### config.mk
export PLATFORM = sky130hd
export DESIGN_NAME = gps_frame_sequencer
export DESIGN_NICKNAME = d
export VERILOG_FILES = /design/src/rtl/gps_pkg.sv /design/src/rtl/gps_byte_timeout.sv /design/src/rtl/gps_frame_sequencer.sv
export SDC_FILE = /design/constraint.sdc
export NUM_CORES = 1
export LEC_CHECK = 0
export BUFFER_PORTS_ARGS = -buffer_cell sky130_fd_sc_hd__buf_2
export CORE_MARGIN = 4
export CORE_UTILIZATION = 35
export CTS_CLUSTER_SIZE = 10
export DETAILED_ROUTE_END_ITERATION = 16
export SLEW_MARGIN = 0
export SYNTH_ARGS = -nofsm -noshare
export SYNTH_HDL_FRONTEND = slang
export SYNTH_SLANG_ARGS = --single-unit
### constraint.sdc
create_clock -name clk -period 2 [get_ports clk]
set_input_delay 0.2 -clock clk [delete_from_list [all_inputs] [get_ports clk]]
set_output_delay 0.2 -clock clk [all_outputs]
set_load 0.02 [all_outputs]
### src/rtl/gps_pkg.sv
// Shared types and constants for the GPS frame sequencer and its helpers.
package gps_pkg;

    typedef enum logic [1:0] {
        IDLE    = 2'd0,
        PAYLOAD = 2'd1,
        CHECK   = 2'd2,
        PUBLISH = 2'd3
    } gps_state_t;

    localparam int          GPS_PAYLOAD_LEN  = 4;
    localparam logic [7:0]  GPS_SYNC_DEFAULT = 8'hA5;

endpackage

### src/rtl/gps_byte_timeout.sv
// Inter-byte idle counter: expire fires on the enabled cycle that would count past LIMIT-1.
module gps_byte_timeout #(
    parameter int LIMIT = 1000,
    parameter int TO_W  = 10
) (
    input  logic clk,
    input  logic rst,
    input  logic clear,
    input  logic enable,
    output logic expire
);

    localparam logic [TO_W-1:0] LAST = TO_W'(LIMIT - 1);

    logic [TO_W-1:0] count;

    always_ff @(posedge clk or negedge rst) begin
        if (!rst) begin
            count <= '0;
        end else if (clear) begin
            count <= '0;
        end else if (enable) begin
            count <= count + 1'b1;
        end
    end

    // A clear in the same cycle (byte accepted) always beats the threshold.
    assign expire = enable && !clear && (count == LAST);

endmodule

### src/rtl/gps_frame_sequencer.sv
// Hunts for a sync byte, collects a 4-byte position payload, verifies its XOR
// checksum and publishes latitude/longitude atomically with a one-cycle strobe.
module gps_frame_sequencer
    import gps_pkg::*;
#(
    parameter logic [7:0] SYNC_BYTE      = GPS_SYNC_DEFAULT,
    parameter int         TIMEOUT_CYCLES = 1000,
    parameter int         TO_W           = 10
) (
    input  logic        clk,
    input  logic        rst,
    input  logic        byte_valid,
    input  logic [7:0]  byte_data,
    output logic        byte_ready,
    output logic [15:0] latitude,
    output logic [15:0] longitude,
    output logic        fix_valid,
    output logic [7:0]  fix_count,
    output logic        err_checksum,
    output logic        err_timeout,
    output logic        busy
);

    // Handshake: a byte transfers on a rising edge where byte_valid && byte_ready;
    // the producer holds byte_data stable until then. byte_ready drops only in PUBLISH.

    localparam logic [1:0] LAST_IDX = 2'(GPS_PAYLOAD_LEN - 1);

    gps_state_t  state;
    logic [7:0]  payload_buf [GPS_PAYLOAD_LEN];
    logic [1:0]  idx;
    logic [7:0]  xor_acc;
    logic        accept;
    logic        in_frame;
    logic        to_clear;
    logic        to_expire;

    assign accept   = byte_valid && byte_ready;
    assign in_frame = (state == PAYLOAD) || (state == CHECK);
    assign to_clear = accept || !in_frame;

    gps_byte_timeout #(
        .LIMIT (TIMEOUT_CYCLES),
        .TO_W  (TO_W)
    ) u_timeout (
        .clk    (clk),
        .rst    (rst),
        .clear  (to_clear),
        .enable (in_frame),
        .expire (to_expire)
    );

    always_ff @(posedge clk or negedge rst) begin
        if (!rst) begin
            state        <= IDLE;
            idx          <= '0;
            xor_acc      <= '0;
            latitude     <= '0;
            longitude    <= '0;
            fix_count    <= '0;
            fix_valid    <= 1'b0;
            err_checksum <= 1'b0;
            err_timeout  <= 1'b0;
            busy         <= 1'b0;
            byte_ready   <= 1'b1;
            for (int i = 0; i < GPS_PAYLOAD_LEN; i++) begin
                payload_buf[i] <= '0;
            end
        end else begin
            fix_valid    <= 1'b0;
            err_checksum <= 1'b0;
            err_timeout  <= 1'b0;

            case (state)
                IDLE: begin
                    if (accept && byte_data == SYNC_BYTE) begin
                        state   <= PAYLOAD;
                        idx     <= '0;
                        xor_acc <= '0;
                        busy    <= 1'b1;
                    end
                end

                PAYLOAD: begin
                    // A sync value here is plain data; no resynchronisation.
                    if (accept) begin
                        payload_buf[idx] <= byte_data;
                        xor_acc          <= xor_acc ^ byte_data;
                        idx              <= idx + 2'd1;
                        if (idx == LAST_IDX) begin
                            state <= CHECK;
                        end
                    end else if (to_expire) begin
                        state       <= IDLE;
                        busy        <= 1'b0;
                        err_timeout <= 1'b1;
                    end
                end

                CHECK: begin
                    if (accept) begin
                        if (byte_data == xor_acc) begin
                            state      <= PUBLISH;
                            byte_ready <= 1'b0;
                            latitude   <= {payload_buf[0], payload_buf[1]};
                            longitude  <= {payload_buf[2], payload_buf[3]};
                            fix_valid  <= 1'b1;
                            fix_count  <= fix_count + 8'd1;
                        end else begin
                            state        <= IDLE;
                            busy         <= 1'b0;
                            err_checksum <= 1'b1;
                        end
                    end else if (to_expire) begin
                        state       <= IDLE;
                        busy        <= 1'b0;
                        err_timeout <= 1'b1;
                    end
                end

                PUBLISH: begin
                    state      <= IDLE;
                    busy       <= 1'b0;
                    byte_ready <= 1'b1;
                end

                default: begin
                    state      <= IDLE;
                    busy       <= 1'b0;
                    byte_ready <= 1'b1;
                end
            endcase
        end
    end

endmodule

Yosys cells after proc, flatten, opt, wreduce, memory -nomap -nowiden
Index checks and enable logic that the tools add are counted.

cells by class
  add/sub/neg operators = 3
  magnitude comparators = 2
  equality and inequality tests = 14
  mux-type cells = 36
  bitwise logic cells = 2
  reduce and logical (&&, ||, !) cells = 20

operator list
  operator                                                     count
  bitwise mux 32 bit                                           1
  2-to-1 mux 8 bit                                             3
  2-to-1 mux 10 bit                                            2
  demux 8 bit (select 2 bit)                                   1
  2-to-1 mux 1 bit                                             16
  2-to-1 mux 2 bit                                             8
  case mux 8 bit (2 select lines)                              1
  AND reduction 3 bit                                          4
  adder 10 x 1 -> 10 bit (second input constant)               1
  == test 10 bit (second input constant)                       1
  adder 8 x 1 -> 8 bit (second input constant)                 1
  == test 8 bit                                                1
  == test 8 bit (second input constant)                        1
  != test 2 bit (second input constant)                        4
  case mux 2 bit (4 select lines)                              1
  bitwise XOR 8 bit                                            1
  == test 2 bit (second input constant)                        3
  nonzero test 2 bit                                           3
  logical AND 1 bit                                            5
  case mux 1 bit (4 select lines)                              1
  case mux 2 bit (2 select lines)                              1
  AND reduction 2 bit                                          2
  >= comparator 3 bit (second input constant)                  1
  less-than comparator 3 x 1 -> 1 bit (second input constant)  1
  other kinds (11)                                             13

word-level totals
  flip-flop bits (word level) = 99
  input port bits = 11
  output and inout port bits = 45
  logic and storage cells = 93

Depth between registers and ports, before layout
  depth in word-level cells = 10
  mapped depth = 9
  gate-level depth less buffers = 8

Hierarchy
A second synthesis with hierarchy kept.

second synthesis, totals
  cells, all modules = 323
  area total of the unflattened synthesis = 4,314.1 µm²

modules (own cells, without submodules)
  module               instances  cells each  area an instance (µm²)  sequential area each (µm²)
  gps_frame_sequencer  1          271         3,797.4                 2,228.4
  gps_byte_timeout     1          52          516.7                   250.2

Worst setup path after synthesis
OpenSTA, ideal clock, no wires.

  path kind = register -> register
  from = reg state[1]
  to = reg busy
  setup time = 124 ps
  arrival = 1,962 ps
  required time = 1,876 ps
  path slack = -85 ps
  stages on the path, launching flop included = 10
  buffers on the path = 1
  period minus slack after synthesis = 2,085 ps
  cells stage by stage = dfrtp_1 inv_1 ha_1 a21bo_1 buf_2 or4_1 inv_1 o2111ai_1 o21ai_1 o21ai_1

on the way
  longest elaborated chain between the ends = 10
  elaborated cells between the ends (all ways) = 18
  classes of those cells = eq/ne: 6; mux: 4; reduce/logical: 8

ends and longest elaborated chain
  element                                                         RTL line                                              source
  start, declared                                                 gps_frame_sequencer.sv:29                             gps_state_t state;
  start signal, assigned                                          gps_frame_sequencer.sv:55                             state <= IDLE;
  start signal, assigned                                          gps_frame_sequencer.sv:77                             state <= PAYLOAD;
  start signal, assigned                                          gps_frame_sequencer.sv:91                             state <= CHECK;
  == test 2 x 1 -> 1 bit / == test 2 bit (equally long branches)  gps_frame_sequencer.sv:39, gps_frame_sequencer.sv:74
  logical OR 1 bit                                                gps_frame_sequencer.sv:39                             assign in_frame = (state == PAYLOAD) || (state == CHECK);
  zero test 1 bit                                                 gps_frame_sequencer.sv:40                             assign to_clear = accept || !in_frame;
  logical OR 1 bit                                                gps_frame_sequencer.sv:40
  zero test 1 bit                                                 gps_byte_timeout.sv:28                                assign expire = enable && !clear && (count == LAST);
  logical AND 1 bit (2 in a row)                                  gps_byte_timeout.sv:28
  2-to-1 mux 1 bit                                                n/a
  2-to-1 mux 1 bit (on tied branches)                             n/a
  case mux 1 bit (4 select lines)                                 gps_frame_sequencer.sv:74                             case (state)
  end signal, assigned                                            gps_frame_sequencer.sv:64                             busy <= 1'b0;
  end signal, assigned                                            gps_frame_sequencer.sv:80                             busy <= 1'b1;
  end signal, assigned                                            gps_frame_sequencer.sv:95                             busy <= 1'b0;
  end, declared                                                   gps_frame_sequencer.sv:21                             output logic busy

Several ways; a longest one is shown, not always the timed one. The select of a mux whose other input is x is not followed.
A chain may end at the register's enable or synchronous reset.

Worst setup path after layout
  from = reg state[0]
  to = reg busy

Same word-level chain as after synthesis.

==> reports/qor.yml <==
outcome: "finished, final reports clean"
worstPathArrival_ns: 2.15
hold_class: "input port to flop"
final_cell_count_no_fill: 546
htree_levels: 3
syn_area_mm2: 0.00424
portBuffers: 55
die_w_um: 118
cts_root_buf: "clkbuf_16"
grt_pass1_wl_um: 14400
rsz0062_at_grt: "true"
clock_path_buffers: 2
clock_skew_ns: 0.00900
holdWs_ns: 0.158
seq_power_share: 0.471
antenna_found_initial: 0
syn_nets: 339
maxCapViolCount: 0
area_growth_pct: 22.6
vias_per_cell: 4.92
initial_core_util: 0.365
gp_congestion: 0.797
overflow: 0
setup_violations: 0
drc_errors: 0
hold_violations: 0
wl_per_cell_um: 15.6
layout.nets: 420
drtPass1Iterations: 4
finalCriticalPeriod_ns: 1.93
die_area_mm2: 0.0139
worstPathRequired_ns: 2.22
worst-setup-path-type: "flop to flop"
postRouteAntennaNets: 0
finalSetupTns_ns: 0
cts_sinks: 99
p_per_area_mw_per_mm2: 1130
synth-async-reset-ratio: 1.00
cts_made_buffers: 9
final_layout_size_suffix_gt1_frac: 0.350
cp_top_family: "compound AO/OA/AOI/OAI gates"
vdd_ir_drop_max_mv: 0.514
diodes: 0
vias: 2684
clk_pin_slew_ns: 0.07
die_y_um: 118
path_buf_inv: 2
synth_edf_count: 0
crit_fanout: 4
slowest_delay_ns: 0.51
multi_input_area_mm2: 0.00171
seq_area_mm2: 0.00248
globalRouteTotalUtil: 0.127
cp_cell_sequence: "inv_2, ha_4, a21bo_1, or4_4, inv_2, o2111ai_1, o21ai_1, o21ai_1"
swShare: 0.299
seq_area_frac_synth: 0.585
crit_path_end_kind: "flop"
synth_ff_type: "dfrtp_1"
yosysUniqueCellTypes: 40
fin_crit_sh: 0.965
drt-initial-drc-count: 80
postSynthAreaPerCell_um2: 13.4
yosys_warnings: 0
synthCells: 317
p_leak_uw: 0.00260
grt_max_degree: 41
std_cell_rows: 39
core_area_mm2: 0.0116
wl_um: 8500
p_comb_frac: 0.247
grt_pass1_vias: 2861
clk_latency_ns: 0.34
start_kind: "flop"
placed_cells: 526
ioPinCount: 56
total_power_uw: 5850
dp_hpwl_um: 6030
fill_cells: 1091
p_sw_uw: 1750
cp_slowest_cell: "or4_4"
ys_ff_latch: 99
slew_violations: 0
tightest_slew_ns: 0.395
max_clock_freq_ghz: 0.518
p_int_uw: 4100
clockPowerShare: 0.282
cts_tree: "yes"
relSlewSlack: 0.734
path summary, 6_finish.rpt:
check | startpoint | end | slack [ns] | depth (start not counted)
setup / recovery | state[0] | busy | 0.07 | 8
hold / removal | byte_data[3] | payload_buf[19] | 0.16 | 2
setup reg to reg | state[0] | busy | 0.07 | 8
hold reg to reg | fix_count[7] | fix_count[7] | 0.47 | 1
max in group asynchronous | rst | byte_ready | 1.09 | 3
min in group asynchronous | rst | latitude[10] | 0.27 | 2
power groups by stage:
stage          sequential, µW  combinational (µW)  clock, µW
5_1_grt                  2810                1620       1780
4_1_cts                  2760                1450       1710
6_report                 2760                1440       1650
3_5_place_dp             2790                1450          0
2_1_floorplan            2770                1010          0
3_3_place_gp             2780                1400          0
metrics by stage:
stage                     setup WS, ns  area [µm²]   util
after floorplan                -0.0242        4260      -
after global placement          0.0937        4850  0.418
after detailed placement        0.0459        4850  0.418
after CTS                       0.0390        5150  0.443
after global routing           -0.0461        5190  0.447
final                           0.0698        5190  0.447
flip-flops by register name, indices dropped and copies added, names as in the netlist:
signal	flops
longitude	16
busy	1
byte_ready	1
xor_acc	8
err_checksum	1
state	2
latitude	16
fix_valid	1
payload_buf	32
err_timeout	1
fix_count	8
u_timeout.count	10
idx	2
what timing repair did:
item,CTS,global route
endpoints found under the setup margin,0,35
setup buffers,0,2
resized for setup,0,3
endpoints found under the hold margin,14,0
hold buffers,1,0
cell usage in the layout, fill, tap and decap left out, types with 3 or more instances in the layout:
cell       count
buf_4         19
nand3_1       11
inv_1          7
o2bb2ai_1      4
mux2_2        37
nor3b_1        4
buf_12         3
nand2b_1       5
nand2_1       10
buf_2         54
a21o_1         4
nand4_1        6
ha_1           9
xor2_1         6
nor2_1         9
o21ai_0        5
inv_2          3
and3_1         5
o21ai_1       11
a21oi_1        5
clkbuf_16     10
xnor2_1       15
mux2_1        28
dfrtp_1       98
cells in the mapped netlist (3+ instances only):
cell       count  area [µm²]
dfrtp_1       98        2450
mux2_2        37         417
nor3b_1        4        30.0
nand3_1       12        60.1
buf_4          3        22.5
o21ai_0        5        25.0
ha_1          11         138
nand2_1       10        37.5
a21oi_1        5        25.0
inv_1         10        37.5
and3_1         5        31.3
clkbuf_1       3        11.3
o21ai_1       11        55.1
nor2_1         9        33.8
xnor2_1       15         131
a21o_1         4        30.0
o2bb2ai_1      4        35.0
xor2_1         6        52.6
nand4_1        6        37.5
nand2b_1       5        31.3
mux2_1        28         315
logic make-up (layout without fill, tap and decap cells):
group	after synthesis	in the layout	synth area share
adder cells (fa/ha/maj)	11	11	0.0325
buffers and inverters	18	104	0.0192
AO/OA/AOI/OAI	38	38	0.0576
multiplexers	66	66	0.175
flip-flops	99	99	0.585
AND/OR/NAND/NOR	64	64	0.0871
XOR/XNOR	21	21	0.0434
per-layer routing:
metal / part of all wire / track usage
met5: 0 / 0
met4: 0.016 / 0.0484
met3: 0.042 / 0.0312
met2: 0.47 / 0.200
met1: 0.47 / 0.171
final cells by class:
class / instances / share of cell area
Clock buffer: 9 / 0.0434
Multi-Input combinational cell: 200 / 0.328
Tap cell: 143 / 0.0344
Sequential cell: 99 / 0.477
Inverter: 10 / 0.00723
Timing Repair Buffer: 78 / 0.0978
Clock inverter: 7 / 0.0116
worst register-to-register path: cells and delay by family, from the launching register on:
kind / cells / cell delay, ns
simple gates: 1 / 0.51
fa+ha+maj: 1 / 0.26
flops: 1 / 0.36
buf+inv: 2 / 0.16
compound gates: 4 / 0.53
Power figures use the tool's default switching activity.
